$ cat src/rtl/ram_readout_pkg.sv
// Shared types and constants for the capture-RAM readout block.
package ram_readout_pkg;

    // Readout sequencer states.
    typedef enum logic [2:0] {
        ST_IDLE    = 3'd0,
        ST_READ    = 3'd1,
        ST_CAPTURE = 3'd2,
        ST_SEND    = 3'd3,
        ST_DONE    = 3'd4
    } state_t;

    localparam int          ADDR_W_DEF    = 5;
    localparam int          DATA_W_DEF    = 64;
    localparam logic [7:0]  SYNC_BYTE_DEF = 8'hA5;

    // Frame = sync byte + address byte + data bytes.
    function automatic int frame_bytes(input int data_w);
        return 2 + data_w / 8;
    endfunction

    localparam int FRAME_BYTES = 2 + DATA_W_DEF / 8;

endpackage

$ cat src/rtl/ram_readout_if.sv
// Bundles the start request, capture-RAM read port and byte stream of ram_readout.
interface ram_readout_if
    import ram_readout_pkg::*;
#(
    parameter int ADDR_W = ADDR_W_DEF,
    parameter int DATA_W = DATA_W_DEF
);
    logic              start;
    logic [ADDR_W-1:0] first_addr;
    logic [ADDR_W-1:0] last_addr;
    logic [ADDR_W-1:0] ram_addr;
    logic              ram_rd_en;
    logic [DATA_W-1:0] ram_q;
    logic [7:0]        tx_data;
    logic              tx_valid;
    logic              tx_ready;
    logic              busy;
    logic              done;

    // The readout block itself.
    modport slave (
        input  start, first_addr, last_addr, ram_q, tx_ready,
        output ram_addr, ram_rd_en, tx_data, tx_valid, busy, done
    );

    // The surrounding system: requester, capture RAM and byte sink.
    modport master (
        output start, first_addr, last_addr, ram_q, tx_ready,
        input  ram_addr, ram_rd_en, tx_data, tx_valid, busy, done
    );

endinterface

$ cat src/rtl/frame_ser.sv
// Serialises one frame (sync, address, data MSB first) onto a byte stream.
//
// Stream handshake: a byte transfers on a rising edge where o_tx_valid and
// i_tx_ready are both high. Once o_tx_valid rises it stays high and o_tx_data
// stays unchanged until that byte transfers; i_tx_ready may toggle freely.
module frame_ser
    import ram_readout_pkg::*;
#(
    parameter int         ADDR_W    = ADDR_W_DEF,
    parameter int         DATA_W    = DATA_W_DEF,
    parameter logic [7:0] SYNC_BYTE = SYNC_BYTE_DEF
) (
    input  logic              clk,
    input  logic              rst,
    input  logic              i_load,
    input  logic [ADDR_W-1:0] i_addr,
    input  logic [DATA_W-1:0] i_word,
    input  logic              i_tx_ready,
    output logic [7:0]        o_tx_data,
    output logic              o_tx_valid,
    output logic              o_frame_done
);
    localparam int FB = frame_bytes(DATA_W);
    localparam int SW = FB * 8;

    logic [SW-1:0] r_shift;
    logic          r_valid;
    logic [3:0]    r_cnt;
    logic          w_accept;
    logic          w_last_byte;

    assign w_accept     = r_valid & i_tx_ready;
    assign w_last_byte  = (r_cnt == 4'(FB - 1));
    assign o_frame_done = w_accept & w_last_byte;
    assign o_tx_valid   = r_valid;
    assign o_tx_data    = r_shift[SW-1 -: 8];

    // Load a whole frame at once, then shift one byte out per accepted transfer.
    always_ff @(posedge clk) begin
        if (rst) begin
            r_shift <= '0;
            r_valid <= 1'b0;
            r_cnt   <= '0;
        end else if (i_load) begin
            r_shift <= {SYNC_BYTE, 8'(i_addr), i_word};
            r_valid <= 1'b1;
            r_cnt   <= '0;
        end else if (w_accept) begin
            r_shift <= r_shift << 8;
            if (w_last_byte) begin
                r_valid <= 1'b0;
                r_cnt   <= '0;
            end else begin
                r_cnt   <= r_cnt + 4'd1;
            end
        end
    end

endmodule

$ cat src/rtl/ram_readout.sv
// Dumps a wrapping range of capture-RAM words as framed bytes on a stream.
module ram_readout
    import ram_readout_pkg::*;
#(
    parameter int         ADDR_W    = ADDR_W_DEF,
    parameter int         DATA_W    = DATA_W_DEF,
    parameter logic [7:0] SYNC_BYTE = SYNC_BYTE_DEF
) (
    input  logic          clk,
    input  logic          rst,
    ram_readout_if.slave  bus,
    output state_t        o_dbg_state
);
    state_t            r_state;
    state_t            w_state_nxt;
    logic [ADDR_W-1:0] r_addr;
    logic [ADDR_W-1:0] w_addr_nxt;
    logic [ADDR_W-1:0] r_last;
    logic [ADDR_W-1:0] w_last_nxt;
    logic              w_ser_load;
    logic              w_frame_done;

    // Next-state, address counter and frame-load decode.
    always_comb begin
        w_state_nxt = r_state;
        w_addr_nxt  = r_addr;
        w_last_nxt  = r_last;
        w_ser_load  = 1'b0;
        case (r_state)
            ST_IDLE: begin
                if (bus.start) begin
                    w_addr_nxt  = bus.first_addr;
                    w_last_nxt  = bus.last_addr;
                    w_state_nxt = ST_READ;
                end
            end
            ST_READ: begin
                w_state_nxt = ST_CAPTURE;
            end
            ST_CAPTURE: begin
                // RAM data for the READ strobe is present now.
                w_ser_load  = 1'b1;
                w_state_nxt = ST_SEND;
            end
            ST_SEND: begin
                if (w_frame_done) begin
                    if (r_addr == r_last) begin
                        w_state_nxt = ST_DONE;
                    end else begin
                        // Natural wrap past the top address back to 0.
                        w_addr_nxt  = r_addr + ADDR_W'(1);
                        w_state_nxt = ST_READ;
                    end
                end
            end
            ST_DONE: begin
                w_state_nxt = ST_IDLE;
            end
            default: begin
                w_state_nxt = ST_IDLE;
            end
        endcase
    end

    // State, address and latched end-of-range registers.
    always_ff @(posedge clk) begin
        if (rst) begin
            r_state <= ST_IDLE;
            r_addr  <= '0;
            r_last  <= '0;
        end else begin
            r_state <= w_state_nxt;
            r_addr  <= w_addr_nxt;
            r_last  <= w_last_nxt;
        end
    end

    assign bus.ram_addr  = r_addr;
    assign bus.ram_rd_en = (r_state == ST_READ);
    assign bus.busy      = (r_state != ST_IDLE);
    assign bus.done      = (r_state == ST_DONE);
    assign o_dbg_state   = r_state;

    frame_ser #(
        .ADDR_W    (ADDR_W),
        .DATA_W    (DATA_W),
        .SYNC_BYTE (SYNC_BYTE)
    ) u_frame_ser (
        .clk          (clk),
        .rst          (rst),
        .i_load       (w_ser_load),
        .i_addr       (r_addr),
        .i_word       (bus.ram_q),
        .i_tx_ready   (bus.tx_ready),
        .o_tx_data    (bus.tx_data),
        .o_tx_valid   (bus.tx_valid),
        .o_frame_done (w_frame_done)
    );

endmodule

$ cat src/flat_wrapper.sv
// flat-port wrapper written by rule: the top's interface ports become plain ports
module ram_readout_flat import ram_readout_pkg::*;
#(
    parameter int         ADDR_W    = ADDR_W_DEF,
    parameter int         DATA_W    = DATA_W_DEF,
    parameter logic [7:0] SYNC_BYTE = SYNC_BYTE_DEF
)
  (clk, rst, o_dbg_state, bus_start, bus_first_addr, bus_last_addr, bus_ram_q, bus_tx_ready, bus_ram_addr, bus_ram_rd_en, bus_tx_data, bus_tx_valid, bus_busy, bus_done);
  ram_readout_if #(.ADDR_W(ADDR_W), .DATA_W(DATA_W)) bus_i ();
  input  logic clk;
  input  logic rst;
  output state_t o_dbg_state;
  input wire logic [$bits(bus_i.start)-1:0] bus_start;
  input wire logic [$bits(bus_i.first_addr)-1:0] bus_first_addr;
  input wire logic [$bits(bus_i.last_addr)-1:0] bus_last_addr;
  input wire logic [$bits(bus_i.ram_q)-1:0] bus_ram_q;
  input wire logic [$bits(bus_i.tx_ready)-1:0] bus_tx_ready;
  output wire logic [$bits(bus_i.ram_addr)-1:0] bus_ram_addr;
  output wire logic [$bits(bus_i.ram_rd_en)-1:0] bus_ram_rd_en;
  output wire logic [$bits(bus_i.tx_data)-1:0] bus_tx_data;
  output wire logic [$bits(bus_i.tx_valid)-1:0] bus_tx_valid;
  output wire logic [$bits(bus_i.busy)-1:0] bus_busy;
  output wire logic [$bits(bus_i.done)-1:0] bus_done;
  assign bus_i.start = bus_start;
  assign bus_i.first_addr = bus_first_addr;
  assign bus_i.last_addr = bus_last_addr;
  assign bus_i.ram_q = bus_ram_q;
  assign bus_i.tx_ready = bus_tx_ready;
  assign bus_ram_addr = bus_i.ram_addr;
  assign bus_ram_rd_en = bus_i.ram_rd_en;
  assign bus_tx_data = bus_i.tx_data;
  assign bus_tx_valid = bus_i.tx_valid;
  assign bus_busy = bus_i.busy;
  assign bus_done = bus_i.done;
  ram_readout #(.ADDR_W(ADDR_W), .DATA_W(DATA_W), .SYNC_BYTE(SYNC_BYTE)) u_core (.clk(clk), .rst(rst), .bus(bus_i), .o_dbg_state(o_dbg_state));
endmodule
$ cat config.mk
export PLATFORM = sky130hd
export DESIGN_NAME = ram_readout_flat
export DESIGN_NICKNAME = d
export VERILOG_FILES = /design/src/rtl/ram_readout_pkg.sv /design/src/rtl/ram_readout_if.sv /design/src/rtl/frame_ser.sv /design/src/rtl/ram_readout.sv /design/src/flat_wrapper.sv
export SDC_FILE = /design/constraint.sdc
export NUM_CORES = 1
export LEC_CHECK = 0
export ABC_AREA = 1
export ABC_CLOCK_PERIOD_IN_PS = 3170
export CAP_MARGIN = 30
export CORE_ASPECT_RATIO = 0.8
export CORE_MARGIN = 3
export CORE_UTILIZATION = 35
export DETAILED_ROUTE_END_ITERATION = 12
export HOLD_SLACK_MARGIN = 0.15
export PLACE_DENSITY_LB_ADDON = 0.15
export SYNTH_ARGS = -nofsm -noshare
export SYNTH_HDL_FRONTEND = slang
export SYNTH_SLANG_ARGS = --single-unit
export TNS_END_PERCENT = 1
$ cat constraint.sdc
create_clock -name clk -period 3.17 [get_ports clk]
set_clock_uncertainty 0.1 [all_clocks]
set_input_delay 0.951 -clock clk [delete_from_list [all_inputs] [get_ports clk]]
set_output_delay 0.951 -clock clk [all_outputs]
set_load 0.03 [all_outputs]
After elaboration in Yosys (flattened, before gate mapping). Cells that the tools add are included. Widths: inputs -> output; s select.

Reductions and logical operators: 10. Equality and inequality tests: 9. Multiplexer cells: 15. Bitwise operators: 2. Add/subtract/negate cells: 2.

Operators by type and width (count): $mux 80 (2); $mux 5 (3); $pmux 3 s4 (1); $pmux 5 s2 (1); $mux 3 (3); $eq 3x2->1 const B (2); $ne 2x2->1 const B (3); $reduce_and 2->1 (3); $reduce_bool 2->1 (3); $add 5x1->5 const B (1); $eq 5x5->1 (1); $add 4x1->4 const B (1); $eq 4x4->1 const B (1); $mux 1 (4); $mux 4 (1); $reduce_and 4->1 (1); $eq 3x1->1 const B (1); $eq 3x3->1 const B (1); $logic_not 3->1 (1); $reduce_bool 3->1 (1); $and 1x1->1 (2); $reduce_or 2->1 (1).

Logic and storage cells: 45. Bits in registers: 98. Bits of input ports: 78. Output and inout bits: 20.

Depth between registers and ports, before layout. Gate-level depths: netlist (run 1).

Depth after elaboration: 4. Mapped depth: 10. Gate-level depth less buffers: 10.

Modules after synthesis. Synthesis (run 1) repeated with hierarchy kept, for this count alone.

Cells, all modules: 720. Area, all modules: 4855.9 µm².

By module, submodules not included: frame_ser (times used 1, area an instance 4058.9 µm², seq. area each 1701.6 µm², cells each 600); ram_readout (times used 1, area an instance 797.0 µm², seq. area each 260.2 µm², cells each 120).

Worst setup path before layout (run 1). Ideal clock, no wire load.

Kind: reg-to-output. Start point: reg u_core.r_state[0], in the netlist u_core.o_dbg_state[0]. End point: out bus_ram_rd_en. Buffers on the path: 0. Slack: 0.698 ns. Arrival: 1.421 ns. Required time: 2.119 ns. Cell stages (with the launch flop): 3. Path through: dfxtp_1 -> inv_1 -> nor3_1.

Cells in the longest elaborated chain, start to end: 1.

RTL lines: start, declared (line ram_readout.sv:14) `state_t r_state;`; start signal, assigned (line ram_readout.sv:72) `r_state <= w_state_nxt;`; $eq 3x1->1 (line ram_readout.sv:79) `assign bus.ram_rd_en = (r_state == ST_READ);`; end, declared (line flat_wrapper.sv:19) `output wire logic [$bits(bus_i.ram_rd_en)-1:0] bus_ram_rd_en;`.

No other way between the ends.

Worst setup path in the final report (run 1). Ends and elaborated chain as after synthesis.

==> impl_metrics.json, run 1 <==
{
  "setup_violations": 0,
  "critPathLaunchType": "flip-flop",
  "slew_viol_final": 0,
  "min_period_ns": 2.938,
  "yosysTopAreaCell": "dfxtp_1",
  "worst_pin_slew_ns": 0.7411,
  "min_path_cells": 2,
  "die_w_um": 129.6,
  "synth.top_cells.by_area": "dfxtp_1, nand2_1, a31oi_1, o21ai_0, a21oi_1",
  "port_buffers": 97,
  "yosysWarnings": 0,
  "rrSetupSlack_ns": 1.04,
  "cts_buffer_depth": 2,
  "rows": 35,
  "slowest_stage": "clkdlybuf4s50_1",
  "syn-num-nets": 656,
  "cts_hold_buf": 0,
  "drt-vias-per-instance": 5.038,
  "worstSetupPathType": "reg2out",
  "wl_um": 11110,
  "status": "finished, final reports clean",
  "critPathBufInv": 2,
  "root_buffer": "clkbuf_16",
  "dp_hpwl_um": 7465,
  "final_cell_mix": "nand2_1, dfxtp_1, clkdlybuf4s50_1",
  "rr_endpoint": "u_core.u_frame_ser.r_shift[52]",
  "cts_resized": 0,
  "clock_sinks": 98,
  "slew_headroom": 0.5060,
  "worstHoldPathType": "reg2reg",
  "ys_seq_area_frac": 0.4583,
  "clk_latency_ns": 0.34,
  "crit_fanout": 6,
  "overflow": 0,
  "yosys.area.top_type_share": 0.4583,
  "core_area_um2": 11740,
  "period_share": 0.9267,
  "cts_tree": "done",
  "gp_congestion": 0.7967,
  "hold_viol": 0,
  "r2r.worst_path.cells": 5,
  "async_flop_share": 0,
  "start_util": 0.3647,
  "syn_area_um2": 4280,
  "clkTransAtPathRegs_ns": 0.06,
  "cts_htree_levels": 3,
  "r2r-start": "u_core.o_dbg_state[0]",
  "first_iter_violations": 258,
  "crit_family": "buffers and inverters",
  "setup.worst_path.end_class": "output port",
  "vias": 4010,
  "layout-drive-gt1-share": 0.06173,
  "wl_per_cell_um": 13.96,
  "cp_cell_sequence": "inv_1 -> nor3_1 -> clkdlybuf4s50_1",
  "die_height_um": 104.9,
  "gr-usage-all-layers": 0.1640,
  "synth_enable_flop_cells": 0,
  "final_common_cell": "nand2_1",
  "p_leak_nw": 1.987,
  "ys_ff_latch": 98,
  "drcViolationCount": 0,
  "syn_to_final_growth_pct": 30.46,
  "synth_flop_cell": "dfxtp_1",
  "fin_nets": 722,
  "drtPass1Iterations": 5,
  "antenna_found_initial": 0,
  "syn_area_per_cell_um2": 7.418,
  "fin_setup_tns_ns": 0,
  "ys_types": 32,
  "final_antenna_net_count": 0,
  "critPathRequiredTime_ns": 2.12,
  "timing.fmax_mhz": 340.4,
  "maxCapViolCount": 0,
  "ir_drop_mv": 0.2941,
  "hold_end": "u_core.r_last[4]",
  "cts_setup_buffers": 0,
  "arrival_ns": 1.89,
  "rsz0062_at_grt": "false",
  "worstHoldStart": "u_core.r_last[4]",
  "netlist_instances": 577,
  "grt_max_degree": 84,
  "ios": 98,
  "numCtsBuffers": 9,
  "grt_pass1_vias": 3774,
  "p_total_w": 0.004056,
  "cp_slowest_stage_delay_ns": 0.74,
  "die_area_um2": 13600,
  "power.density_nw_per_um2": 726.3,
  "antennaDiodeCount": 0,
  "grt_pass1_wl_um": 18110
}
==> tightest hold or removal path, delay by kind of cell (launching register included) <==
family,cells,cell delay [ns]
compound gates,1,0.05
buf+inv,1,0.05
flops,1,0.32
==> cells in the mapped netlist, types with 2 or more instances <==
cell	instances
nand2_1	179
dfxtp_1	98
o21ai_0	72
a31oi_1	62
a21oi_1	31
clkbuf_1	22
inv_1	18
nor2_1	17
buf_2	14
nand3_1	14
buf_4	9
inv_2	6
nor3_1	5
nand2_2	4
nand3b_1	4
nor2_2	3
buf_1	2
nand2_4	2
xnor2_1	2
==> cells by family after synthesis <==
| group | count (synthesis) | share of synthesized area |
|---|---|---|
| flops | 98 | 0.4583 |
| buf+inv | 72 | 0.07688 |
| simple gates | 235 | 0.2388 |
| compound gates | 168 | 0.2169 |
| fa+ha+maj | 1 | 0.002923 |
| xor+xnor | 3 | 0.006140 |
==> layout make-up <==
class,count,area (um2)
inverters,24,90.09
clock buffers,14,264.0
flip-flops and latches,98,1962
fillers,1204,6152
well taps,148,185.2
multi-input cells,407,1994
repair buffers,103,1054
clock inverters,2,35.03
==> where the power goes <==
part	internal [W]	total, W	switching [W]	leakage (nW)
Sequential	0.00152	0.00173	0.000214	0.802
Clock	0.000654	0.00109	0.000438	0.147
Combinational	0.000504	0.00123	0.000728	1.04
Total	0.00268	0.00406	0.00138	1.99
==> per-layer routing <==
layer,vias to the layer above,routed length [um],GRT usage
met2,99,4857,0.2380
li1,2076,-,-
met3,4,556,0.04752
met1,1831,5624,0.2415
met4,0,72,0.03338
met5,-,0,0
==> worst max-delay path by stage <==
stage | cells past startpoint | startpoint | endpoint | slack [ns]
final | 3 | u_core.o_dbg_state[0] | bus_ram_rd_en | 0.23
after detailed placement | 3 | u_core.o_dbg_state[0] | bus_ram_rd_en | 0.61
after global routing | 3 | u_core.o_dbg_state[0] | bus_ram_rd_en | 0.13
after global placement | 3 | u_core.o_dbg_state[0] | bus_ram_rd_en | 0.64
after CTS | 3 | u_core.o_dbg_state[0] | bus_ram_rd_en | 0.21
after floorplan | 2 | u_core.o_dbg_state[0] | bus_ram_rd_en | 0.70
==> registers in the layout (all words and copies together) (netlist names) <==
name and count:
u_core.bus.ram_addr 5, u_core.u_frame_ser.r_cnt 4, u_core.o_dbg_state 3, u_core.u_frame_ser.o_tx_valid 1, u_core.u_frame_ser.r_shift 80, u_core.r_last 5
==> per-stage QoR <==
stage | worst slack, ns | hold slack (ns) | instance area (um2) | utilization | cells
2_1_floorplan | 0.6977 | 0.3362 | 4280 | - | 577
3_3_place_gp | 0.6433 | 0.3512 | 5285 | 0.4503 | 780
3_5_place_dp | 0.6096 | 0.3517 | 5285 | 0.4503 | 780
4_1_cts | 0.2101 | 0.3609 | 5584 | 0.4758 | 796
5_1_grt | 0.1311 | 0.3879 | 5584 | 0.4758 | 796
6_report | 0.2325 | 0.3637 | 5584 | 0.4758 | 796
Note: power is estimated with default switching activity, not from simulation.
==> run 2: changes to the inputs <==
--- a/config.mk
+++ b/config.mk
@@ -6,8 +6,7 @@
 export NUM_CORES = 1
 export LEC_CHECK = 0
 export ABC_AREA = 1
-export ABC_CLOCK_PERIOD_IN_PS = 3170
-export CAP_MARGIN = 30
+export CAP_MARGIN = 20
 export CORE_ASPECT_RATIO = 0.8
 export CORE_MARGIN = 3
 export CORE_UTILIZATION = 35
==> results of run 2 <==
Same layout as run 1: the final DEF is identical, and so are final timing and power.
